===== config.mk =====
export PLATFORM = sky130hd
export DESIGN_NAME = pipe_hazard_ctrl_flat
export DESIGN_NICKNAME = d
export VERILOG_FILES = /design/src/rtl/pipe_hazard_ctrl_if.sv /design/src/rtl/pipe_hazard_ctrl.sv /design/src/flat_wrapper.sv
export SDC_FILE = /design/constraint.sdc
export NUM_CORES = 1
export LEC_CHECK = 0
export ABC_AREA = 1
export CAP_MARGIN = 10
export CORE_ASPECT_RATIO = 1.4
export CORE_UTILIZATION = 36
export DETAILED_ROUTE_END_ITERATION = 7
export PLACE_DENSITY = 0.82
export SYNTH_ARGS = -nofsm -noshare
export SYNTH_HDL_FRONTEND = slang
export SYNTH_SLANG_ARGS = --single-unit

===== constraint.sdc =====
create_clock -name clk -period 2.4 [get_ports clk]
set_clock_uncertainty 0.2 [all_clocks]
set_input_delay 0.6 -clock clk [delete_from_list [all_inputs] [get_ports clk]]
set_output_delay 0.6 -clock clk [all_outputs]
set_load 0.02 [all_outputs]

===== src/rtl/pipe_hazard_ctrl_if.sv =====
// rtl/pipe_hazard_ctrl_if.sv - hazard controller bus between pipeline datapath and controller
// master = pipeline/memory side, slave = hazard controller.
interface pipe_hazard_ctrl_if;
  logic [4:0]  Rs1D, Rs2D, Rs1E, Rs2E, RdE, RdM, RdW;
  logic        RegWriteM, RegWriteW, LoadE, PCSrcE, MemAccessM, mem_ready;
  logic [1:0]  ForwardAE, ForwardBE;
  logic        StallF, StallD, StallE, StallM, StallW;
  logic        FlushD, FlushE;
  logic        mem_req, mem_timeout;
  logic [31:0] stall_cycles, flush_count;

  modport master (
    output Rs1D, Rs2D, Rs1E, Rs2E, RdE, RdM, RdW,
    output RegWriteM, RegWriteW, LoadE, PCSrcE, MemAccessM, mem_ready,
    input  ForwardAE, ForwardBE, StallF, StallD, StallE, StallM, StallW,
    input  FlushD, FlushE, mem_req, mem_timeout, stall_cycles, flush_count
  );

  modport slave (
    input  Rs1D, Rs2D, Rs1E, Rs2E, RdE, RdM, RdW,
    input  RegWriteM, RegWriteW, LoadE, PCSrcE, MemAccessM, mem_ready,
    output ForwardAE, ForwardBE, StallF, StallD, StallE, StallM, StallW,
    output FlushD, FlushE, mem_req, mem_timeout, stall_cycles, flush_count
  );
endinterface


===== src/rtl/pipe_hazard_ctrl.sv =====
// rtl/pipe_hazard_ctrl.sv - 5-stage pipeline hazard, forwarding and data-memory wait controller
// Optional statistics counters enabled by HAZARD_STATS_EN.
module pipe_hazard_ctrl #(
  parameter int MAX_WAIT = 16,
  parameter int CNT_W    = 8
) (
  input  logic              clk,
  input  logic              reset,
  pipe_hazard_ctrl_if.slave hz
);

  typedef enum logic [1:0] {IDLE, WAIT, ERR} state_t;

  state_t            state, state_nxt;
  logic [CNT_W-1:0]  wait_cnt, wait_cnt_nxt;
  logic              timeout_q, timeout_nxt;
  logic              mem_stall, mem_req_c, lw_stall;
  logic              stall_fd, flush_d, flush_e;

  function automatic logic [1:0] fwd_sel(input logic [4:0] rs, input logic [4:0] rdm,
                                         input logic wem, input logic [4:0] rdw,
                                         input logic wew);
    if (wem && rdm != 5'd0 && rdm == rs)      return 2'b10;
    else if (wew && rdw != 5'd0 && rdw == rs) return 2'b01;
    else                                      return 2'b00;
  endfunction

  always_ff @(posedge clk or posedge reset) begin
    if (reset) begin
      state     <= IDLE;
      wait_cnt  <= '0;
      timeout_q <= 1'b0;
    end else begin
      state     <= state_nxt;
      wait_cnt  <= wait_cnt_nxt;
      timeout_q <= timeout_nxt;
    end
  end

  always_comb begin
    state_nxt    = state;
    wait_cnt_nxt = wait_cnt;
    timeout_nxt  = timeout_q;
    mem_stall    = 1'b0;
    mem_req_c    = 1'b0;
    case (state)
      IDLE: begin
        mem_req_c = hz.MemAccessM;
        if (hz.MemAccessM && !hz.mem_ready) begin
          mem_stall    = 1'b1;
          state_nxt    = WAIT;
          wait_cnt_nxt = CNT_W'(1);
        end
      end
      WAIT: begin
        mem_req_c = 1'b1;
        if (hz.mem_ready) begin
          state_nxt    = IDLE;
          wait_cnt_nxt = '0;
        end else begin
          mem_stall = 1'b1;
          if (wait_cnt == CNT_W'(MAX_WAIT)) begin
            state_nxt   = ERR;
            timeout_nxt = 1'b1;
          end else begin
            wait_cnt_nxt = wait_cnt + CNT_W'(1);
          end
        end
      end
      ERR: begin
        // Hung memory: freeze everything and stop requesting until reset.
        mem_stall = 1'b1;
      end
      default: state_nxt = IDLE;
    endcase
  end

  assign lw_stall = hz.LoadE && (hz.RdE != 5'd0) && ((hz.RdE == hz.Rs1D) || (hz.RdE == hz.Rs2D));
  assign stall_fd = lw_stall || mem_stall;
  assign flush_d  = hz.PCSrcE && !mem_stall;
  assign flush_e  = (lw_stall || hz.PCSrcE) && !mem_stall;

  // Outputs are forced quiet while reset is held, even though inputs may be live.
  assign hz.ForwardAE   = reset ? 2'b00 : fwd_sel(hz.Rs1E, hz.RdM, hz.RegWriteM, hz.RdW, hz.RegWriteW);
  assign hz.ForwardBE   = reset ? 2'b00 : fwd_sel(hz.Rs2E, hz.RdM, hz.RegWriteM, hz.RdW, hz.RegWriteW);
  assign hz.StallF      = !reset && stall_fd;
  assign hz.StallD      = !reset && stall_fd;
  assign hz.StallE      = !reset && mem_stall;
  assign hz.StallM      = !reset && mem_stall;
  assign hz.StallW      = !reset && mem_stall;
  assign hz.FlushD      = !reset && flush_d;
  assign hz.FlushE      = !reset && flush_e;
  assign hz.mem_req     = !reset && mem_req_c;
  assign hz.mem_timeout = timeout_q;

`ifdef HAZARD_STATS_EN
  logic [31:0] stall_q, flush_q;

  always_ff @(posedge clk or posedge reset) begin
    if (reset) begin
      stall_q <= '0;
      flush_q <= '0;
    end else begin
      if (stall_fd) stall_q <= stall_q + 32'd1;
      if (flush_e)  flush_q <= flush_q + 32'd1;
    end
  end

  assign hz.stall_cycles = stall_q;
  assign hz.flush_count  = flush_q;
`else
  assign hz.stall_cycles = 32'd0;
  assign hz.flush_count  = 32'd0;
`endif

endmodule


===== src/flat_wrapper.sv =====
// flat-port wrapper written by rule: the top's interface ports become plain ports
module pipe_hazard_ctrl_flat 
#(
  parameter int MAX_WAIT = 16,
  parameter int CNT_W    = 8
)
  (clk, reset, hz_Rs1D, hz_Rs2D, hz_Rs1E, hz_Rs2E, hz_RdE, hz_RdM, hz_RdW, hz_RegWriteM, hz_RegWriteW, hz_LoadE, hz_PCSrcE, hz_MemAccessM, hz_mem_ready, hz_ForwardAE, hz_ForwardBE, hz_StallF, hz_StallD, hz_StallE, hz_StallM, hz_StallW, hz_FlushD, hz_FlushE, hz_mem_req, hz_mem_timeout, hz_stall_cycles, hz_flush_count);
  pipe_hazard_ctrl_if hz_i ();
  input  logic clk;
  input  logic reset;
  input wire logic [$bits(hz_i.Rs1D)-1:0] hz_Rs1D;
  input wire logic [$bits(hz_i.Rs2D)-1:0] hz_Rs2D;
  input wire logic [$bits(hz_i.Rs1E)-1:0] hz_Rs1E;
  input wire logic [$bits(hz_i.Rs2E)-1:0] hz_Rs2E;
  input wire logic [$bits(hz_i.RdE)-1:0] hz_RdE;
  input wire logic [$bits(hz_i.RdM)-1:0] hz_RdM;
  input wire logic [$bits(hz_i.RdW)-1:0] hz_RdW;
  input wire logic [$bits(hz_i.RegWriteM)-1:0] hz_RegWriteM;
  input wire logic [$bits(hz_i.RegWriteW)-1:0] hz_RegWriteW;
  input wire logic [$bits(hz_i.LoadE)-1:0] hz_LoadE;
  input wire logic [$bits(hz_i.PCSrcE)-1:0] hz_PCSrcE;
  input wire logic [$bits(hz_i.MemAccessM)-1:0] hz_MemAccessM;
  input wire logic [$bits(hz_i.mem_ready)-1:0] hz_mem_ready;
  output wire logic [$bits(hz_i.ForwardAE)-1:0] hz_ForwardAE;
  output wire logic [$bits(hz_i.ForwardBE)-1:0] hz_ForwardBE;
  output wire logic [$bits(hz_i.StallF)-1:0] hz_StallF;
  output wire logic [$bits(hz_i.StallD)-1:0] hz_StallD;
  output wire logic [$bits(hz_i.StallE)-1:0] hz_StallE;
  output wire logic [$bits(hz_i.StallM)-1:0] hz_StallM;
  output wire logic [$bits(hz_i.StallW)-1:0] hz_StallW;
  output wire logic [$bits(hz_i.FlushD)-1:0] hz_FlushD;
  output wire logic [$bits(hz_i.FlushE)-1:0] hz_FlushE;
  output wire logic [$bits(hz_i.mem_req)-1:0] hz_mem_req;
  output wire logic [$bits(hz_i.mem_timeout)-1:0] hz_mem_timeout;
  output wire logic [$bits(hz_i.stall_cycles)-1:0] hz_stall_cycles;
  output wire logic [$bits(hz_i.flush_count)-1:0] hz_flush_count;
  assign hz_i.Rs1D = hz_Rs1D;
  assign hz_i.Rs2D = hz_Rs2D;
  assign hz_i.Rs1E = hz_Rs1E;
  assign hz_i.Rs2E = hz_Rs2E;
  assign hz_i.RdE = hz_RdE;
  assign hz_i.RdM = hz_RdM;
  assign hz_i.RdW = hz_RdW;
  assign hz_i.RegWriteM = hz_RegWriteM;
  assign hz_i.RegWriteW = hz_RegWriteW;
  assign hz_i.LoadE = hz_LoadE;
  assign hz_i.PCSrcE = hz_PCSrcE;
  assign hz_i.MemAccessM = hz_MemAccessM;
  assign hz_i.mem_ready = hz_mem_ready;
  assign hz_ForwardAE = hz_i.ForwardAE;
  assign hz_ForwardBE = hz_i.ForwardBE;
  assign hz_StallF = hz_i.StallF;
  assign hz_StallD = hz_i.StallD;
  assign hz_StallE = hz_i.StallE;
  assign hz_StallM = hz_i.StallM;
  assign hz_StallW = hz_i.StallW;
  assign hz_FlushD = hz_i.FlushD;
  assign hz_FlushE = hz_i.FlushE;
  assign hz_mem_req = hz_i.mem_req;
  assign hz_mem_timeout = hz_i.mem_timeout;
  assign hz_stall_cycles = hz_i.stall_cycles;
  assign hz_flush_count = hz_i.flush_count;
  pipe_hazard_ctrl #(.MAX_WAIT(MAX_WAIT), .CNT_W(CNT_W)) u_core (.clk(clk), .reset(reset), .hz(hz_i));
endmodule

==> flow_results.org, run 1 <==
** Route
- Using the TritonRoute via totals, the vias-per-cell ratio works out to ~4.2.
- Number of iterations in the first detailed-routing pass :: 4
- After detailed routing, the average wire length per cell comes to between 9 and 10 µm.
- The routed design uses ~220 µm of met3 wire.
- Top layer used by detailed routing :: met4
- Wires add up to between 3 and 4 mm.
- The detailed router put a total of 1.271 mm of wire on met1.
- Routed vias :: roughly 1600
- Once detail routing completed, the nets flagged for antenna violations numbered 0.
- In the detailed route, the total length drawn on met2 is about 2.1 mm.
- Starting DRT DRC Count :: 33
- Drt drc :: 0

** Final layout
- Antenna Diode Count :: 0
- Most frequent cells in the layout :: sky130_fd_sc_hd__conb_1 (64), sky130_fd_sc_hd__nand2_1 (48), sky130_fd_sc_hd__inv_1 (28)
- Leaving out fill and tap cells, the most frequent cell in the layout is sky130_fd_sc_hd__conb_1.
- The finished layout holds approximately 400 standard cells, fillers aside.
- At the end of the flow, the number of nets in the layout was between 300 and 400.
- In the final layout, the share of cells above drive strength 1 is a little over a fifth.
- Area added between synthesis and finish :: 23.87%
- Measured on the finished design, the core utilization comes to 47.15%.

** Global route
- Summed over all layers, the global routing overflow is 0.
- Across every metal layer, demand over resource in global routing totals between 10% and 20%.
- Entering global routing, the biggest net connects 12 pins.
- Global-route wire length before repair :: roughly 6.1 mm
- The via count of the first global-routing pass is ~1600.
- The initial antenna violation count came to 0.

** Clock tree
- Number of sinks handled by clock tree synthesis :: 11
- No sink is reached through more buffers than the 2 on the longest clock path.
- Buffers inserted to repair hold after CTS numbered 0.
- After clock tree synthesis, the clock-pin slew on the worst setup and hold paths is about 0.05 ns.
- CTS H-tree lvls :: 1
- Clock tree synthesis inserted a total of 3 buffers.
- TritonCTS built the clock tree.
- The later pin in the worst-skew pair is clocked with a latency of 0.24 ns.
- In this run the clock root is driven by a sky130_fd_sc_hd__clkbuf_8.

** Power and ir drop
- The share of total power dissipated in combinational logic is around two fifths.
- Internal power :: approximately 0.39 mW
- Clock power frac :: 28.9%
- Static leakage power :: between 1 and 1.5 nW
- Switching pwr :: between 0.2 and 0.25 mW
- VDD sags by at most between 0.15 and 0.2 mV.
- Net switching is 38.55% of the power.
- In this run the power density over the cells is between 200 and 300 nW/µm².
- The share of total power dissipated in sequential elements is roughly 29%.

** Placement
- Summed over all nets, the half-perimeter wirelength after detailed placement is 3.096 mm.
- The congestion estimate from routability-driven global placement came to 0.9228.
- Port Buffer Count :: between 50 and 60
- Number of placed cells counting well taps :: roughly 380

** STA
- The number of max-slew violations in the final report was 0.
- Setup TNS :: 0 ns
- The final-report hold violation count was 0.
- Final critical delay including setup and external delays :: about 2.4 ns
- Final worst-path cycle share :: between 90% and 100%
- Max Fclk :: 425.2 MHz
- RSZ-0062 raised after global routing :: true
- Setup violators final :: 0

** Worst setup path
- Worst setup path startpoint :: hz_RdM[1]
- The worst register-to-register path has a depth of 8.
- The worst setup path is captured at an output port.
- Required time of the critical path :: between 1.5 and 2 ns
- In this run the critical register-to-register path is launched from u_core.wait_cnt[0].
- Capturing point of the worst reg2reg path :: u_core.wait_cnt[5]
- Setup slack on the worst reg-to-reg path comes out at 0.75 ns.
- The critical path in this run is classified as input pin to output port.
- Crit start category :: input pin
- Critical path fanouts, max :: 4
- At the worst endpoint, the arrival time is roughly 1.6 ns.

** Synthesis
- Of the synthesized area, sequential elements account for roughly 16%.
- Average instance area after synthesis :: 6.592 µm²
- Counting flops with an async set or reset pin after synthesis yields a share of 100.0%.
- Number of register bits inferred by synthesis :: 11
- Post-Syn Area :: about 1700 µm²
- EDFF count, synth :: 0
- Count of synthesis-stage warnings from yosys :: 0
- Distinct cell type count after synthesis :: 27
- Counting every instance in the synthesized netlist gives ~260.
- In the synthesized netlist the dominant register cell turns out to be sky130_fd_sc_hd__dfrtp_1.

** Floorplan
- Die height :: approximately 84 µm
- The floorplan step set the die width to 60.77 µm.
- For this configuration, the core starts out at a cell density of roughly two fifths.
- Number of placed I/O pins :: 120
- Placeable core region :: roughly 4600 µm²
- The floorplan has 29 rows.
- The floorplan step defined a die boundary enclosing slightly above 5000 µm².

** Worst hold path
- The min-delay analysis places its worst path in the category flop to flop.
- Start point of the worst min-delay path :: u_core.hz.mem_timeout
- Min-Delay Path Depth :: 2
- WHS Endpoint :: u_core.hz.mem_timeout

** Flow run
- The tool flagged a number of max-cap violations equal to 0.

** Outcome
- Outcome :: complete, no violations
## worst max path at each step
stage                            to  slack (ns)
global placement    hz_ForwardBE[1]       -0.73
CTS                 hz_ForwardBE[1]       -0.03
detailed placement  hz_ForwardAE[1]       -0.73
finish              hz_ForwardBE[1]        0.05
floorplan           hz_ForwardAE[0]        0.03
global route        hz_ForwardBE[0]       -0.02
## power by group through the flow
stage	Combinational, mW	Sequential [mW]	Clock, mW
after floorplan	0.249	0.189	0
after global placement	0.278	0.189	0
after detailed placement	0.280	0.189	0
after CTS	0.260	0.186	0.188
after global routing	0.291	0.186	0.197
final	0.265	0.186	0.184
## through the flow
| step | setup slack (ns) | total power [mW] | hold slack, ns | instance area (µm²) |
|---|---|---|---|---|
| 2_1_floorplan | 0.02537 | 0.4379 | 0.2723 | 1977 |
| 3_5_place_dp | -0.7333 | 0.4690 | 0.2636 | 2155 |
| 4_1_cts | -0.03360 | 0.6335 | 0.2768 | 2165 |
| 5_1_grt | -0.02091 | 0.6738 | 0.3023 | 2156 |
| 6_report | 0.04811 | 0.6348 | 0.2751 | 2156 |
| 3_3_place_gp | -0.7256 | 0.4664 | 0.2497 | 2155 |
## kinds of logic (layout without fill, tap and decap cells)
logic type,after synthesis,count (layout),synth area share [%]
flip-flops,11,11,15.82
adder cells (fa/ha/maj),2,2,1.438
AND/OR/NAND/NOR,111,111,30.27
XOR/XNOR,19,19,9.561
other,1,64,0.2155
buffers and inverters,102,102,36.81
AO/OA/AOI/OAI,18,18,5.895
## synth_stat cells (2+ instances only)
cell                       n  area share [%]
sky130_fd_sc_hd__nor2_1   22             4.7
sky130_fd_sc_hd__xnor2_1  18             9.1
sky130_fd_sc_hd__a21oi_1   3            0.86
sky130_fd_sc_hd__or2_2     4             1.4
sky130_fd_sc_hd__nand2_1  51              11
sky130_fd_sc_hd__o21ai_0   9             2.6
sky130_fd_sc_hd__nand3_1  15             4.3
sky130_fd_sc_hd__inv_2     2            0.43
sky130_fd_sc_hd__dfrtp_1  11              16
sky130_fd_sc_hd__nor4_1    2            0.72
sky130_fd_sc_hd__inv_1    31             6.7
sky130_fd_sc_hd__buf_4    68              29
sky130_fd_sc_hd__o21ai_2   3             1.5
sky130_fd_sc_hd__o21ai_1   2            0.58
sky130_fd_sc_hd__nand4_1  10             3.6
sky130_fd_sc_hd__ha_1      2             1.4
## metal layers
| layer | vias to the layer above | track usage [%] |
|---|---|---|
| met1 | 727 | 14.31 |
| met4 | 0 | 5.372 |
| met2 | 77 | 30.17 |
| met5 | - | 0 |
| met3 | 7 | 2.003 |
| li1 | 821 | - |
## layout make-up
type                    instances  area [µm²]
fillers                       475        2416
multi-input cells             214        1124
repair buffers                 64       504.2
flip-flops and latches         11       275.3
inverters                      34       130.1
well taps                      62       77.57
clock buffers                   4       45.04
## worst max-delay path, stage by stage
cell,delay [ns]
sky130_fd_sc_hd__clkdlybuf4s15_1,0.23
sky130_fd_sc_hd__nor2_1,0.07
sky130_fd_sc_hd__nand3_1,0.08
sky130_fd_sc_hd__nand2_2,0.10
sky130_fd_sc_hd__nor4_2,0.26
sky130_fd_sc_hd__buf_2,0.20
## registers in the layout (all words and copies together) (netlist names)
signal and count:
u_core.hz.mem_timeout 1, u_core.state 2, u_core.wait_cnt 8
## timing repair
action	4_1_cts	5_1_grt
pin swaps	26	25
resized for setup	117	41
buffers inserted	1	0
endpoints found under the setup margin	12	8
gates cloned	0	0
endpoints found under the hold margin	0	0
Power figures use the tool's default switching activity.
==> run 2, diff against run 1 <==
GPL_TIMING_DRIVEN = 0   (was not set)
==> flow_results.org, run 2 (same netlist as run 1, synthesis figures left out) <==
** Final layout
- Top register by number of flip-flops :: u_core.wait_cnt
- The number of antenna diodes in the final layout is 0.
- Share of cells above drive strength 1 :: a little over a third
- Leaving out fill and tap cells, the most frequent cell in the layout is sky130_fd_sc_hd__buf_4.
- Fill cells in the final layout number roughly 450.
- Post-layout net count :: 436
- Final Util :: between 50% and 60%
- The register with the most flip-flops in the layout has 8 of them.
- Most frequent cells in the layout :: sky130_fd_sc_hd__buf_4 (73), sky130_fd_sc_hd__conb_1 (64), sky130_fd_sc_hd__nand2_1 (48)
- Area added between synthesis and finish :: 51.40%

** STA
- The routed design could run at a clock period as short as about 2.3 ns.
- Setup violations remaining at the end of the flow were counted as 0.
- Final hold violation count :: 0
- Timing would allow up to between 400 and 500 MHz.
- The number of max-slew violations in the final report came to 0.
- Final worst-path cycle share :: 97.71%

** Placement
- Port Buffer Count :: between 50 and 60
- Hpwl dp :: 3.441 mm
- At the end of routability-driven placement, the weighted congestion stood at about 0.8.

** Floorplan
- The floorplan has 29 rows.
- Initial core utilization :: between 30% and 40%
- The floorplan step defined a die boundary enclosing approximately 5000 µm².
- Number of placed I/O pins :: between 100 and 150
- In this run the horizontal extent of the chip is ~61 µm.
- Die height :: between 80 and 90 µm
- In this run the standard cell core region covers approximately 4600 µm².

** Clock tree
- Clock latency on the worst-skew pair, taken at its later pin, is between 0.2 and 0.3 ns.
- The longest clock path from root to sink contains 2 buffers.
- The tree built by TritonCTS fans out to 11 sinks.
- TritonCTS built the clock tree.
- Number of buffers inserted during clock tree synthesis :: 3
- Worst-path clk slew :: roughly 0.05 ns
- Clock Root Buffer :: sky130_fd_sc_hd__clkbuf_8
- In this run the number of H-tree levels came out at 1.
- Hold repair after CTS inserted 0 buffers.

** Route
- Routed vias :: around 1800
- Drt drc :: 0
- Post-detailed-routing wire length :: 4.058 mm
- Antenna-violating nets left :: 0
- Starting DRT DRC Count :: 38
- Routed length per instance :: between 8 and 9 µm
- The pre-antenna-repair detailed-routing pass consisted of 4 iterations.
- Dividing the detail-routed via count by the number of cells gives between 4 and 5.

** Power and ir drop
- Static leakage power :: about 1.5 nW
- Power density cells :: about 280 nW/µm²
- The design draws 0.7340 mW.
- VDD sags by at most between 0.1 and 0.15 mV.

** Worst setup path
- Cell type of the slowest stage on the worst timing path :: sky130_fd_sc_hd__clkdlybuf4s50_1
- Worst endpoint data arrival time :: between 1.5 and 2 ns
- Kind of critical path :: input pin to output port
- Crit start category :: input pin
- Critical path fanouts, max :: 2
- For the worst setup path, the data required time is between 1.5 and 2 ns.
- Category of the worst setup path capture point :: output port
- Highest cell delay on the worst timing path :: between 0.4 and 0.5 ns
- Cell-by-cell listing of the critical path :: clkdlybuf4s50_1 -> o21ai_1 -> inv_1 -> nand3_1 -> a21oi_2 -> buf_6

** Global route
- The initial antenna violation count is 0.
- For this run the aggregate overflow at the end of global routing stands at 0.
- Global-route wire length before repair :: approximately 6.4 mm
- Entering global routing, the biggest net connects 11 pins.
- Across every metal layer, demand over resource in global routing totals approximately 16%.
- The via count of the first global-routing pass was between 1500 and 2000.

** Worst hold path
- The tightest min-delay check is of the input pin to asynchronous set/reset pin type.

** Outcome
- The run finished with clean final reports.

** Flow run
- The tool flagged a number of max-cap violations equal to 0.
run 2: changes by cell type in the layout (fill, tap and decap cells not counted), sizes merged:
cell           delta
clkdlybuf4s15     -1
buf              +66
inv               -1
clkinvlp          +1
clkbuf            +1
dlygate4sd2       -4
dlymetal6s2s      +1
run 2: repair_timing:
item                       4_1_cts  5_1_grt
setup endpoints to repair       12       11
cloned                           0        0
buffers inserted                 4        1
gates resized for setup        113       66
pin swaps                       18       38
run 2: layout make-up:
class / instances / area (µm²) / area share (%)
Timing Repair Buffer: 60 / 476.7 / 18.09
Multi-Input combinational cell: 214 / 1124 / 42.64
Buffer: 67 / 503.0 / 19.09
Sequential cell: 11 / 275.3 / 10.45
Inverter: 34 / 133.9 / 5.081
Clock buffer: 4 / 45.04 / 1.709
Tap cell: 62 / 77.57 / 2.944
run 2: path summary, 6_finish.rpt:
check | start | endpoint | slack (ns) | cells past startpoint
setup reg to reg | u_core.wait_cnt[0] | u_core.wait_cnt[3] | 0.77 | 8
hold / removal | reset | u_core.state[1] | 0.24 | 3
max in group asynchronous | reset | u_core.wait_cnt[6] | 1.63 | 3
min in group clk | u_core.hz.mem_timeout | u_core.hz.mem_timeout | 0.30 | 2
setup / recovery | hz_RegWriteW | hz_ForwardAE[0] | 0.05 | 6
hold reg to reg | u_core.hz.mem_timeout | u_core.hz.mem_timeout | 0.30 | 2
run 2: through the flow:
step | area [µm²] | instances | setup WS (ns) | hold slack [ns] | TNS, ns
2_1_floorplan | 1977 | 327 | 0.02537 | 0.2723 | 0
3_3_place_gp | 2605 | 444 | -1.220 | 0.2462 | -10.21
3_5_place_dp | 2605 | 444 | -1.264 | 0.2799 | -10.57
4_1_cts | 2635 | 451 | -0.05439 | 0.2922 | -0.1288
5_1_grt | 2635 | 452 | -0.01932 | 0.2609 | -0.05353
6_report | 2635 | 452 | 0.05485 | 0.2426 | 0
run 2: routing by layer:
metal | track usage, % | vias up | routed length, µm
li1 | - | 947 | -
met4 | 7.645 | 0 | 127
met5 | 0 | - | 0
met3 | 1.541 | 11 | 281
met2 | 31.57 | 80 | 2272
met1 | 15.31 | 805 | 1375
run 2: power by group:
part           leakage [nW]  internal (mW)  total [mW]  switching [mW]
Sequential            0.128          0.186       0.186               0
Combinational          1.35          0.160       0.353           0.193
Clock                0.0228          0.117       0.196          0.0784
Total                  1.50          0.463       0.734           0.271
run 2: critical path, delay by kind of cell:
family,cells,cell delay (ns)
buffers and inverters,3,0.65
and+or+nand+nor,1,0.09
AOI/OAI and AO/OA,2,0.19
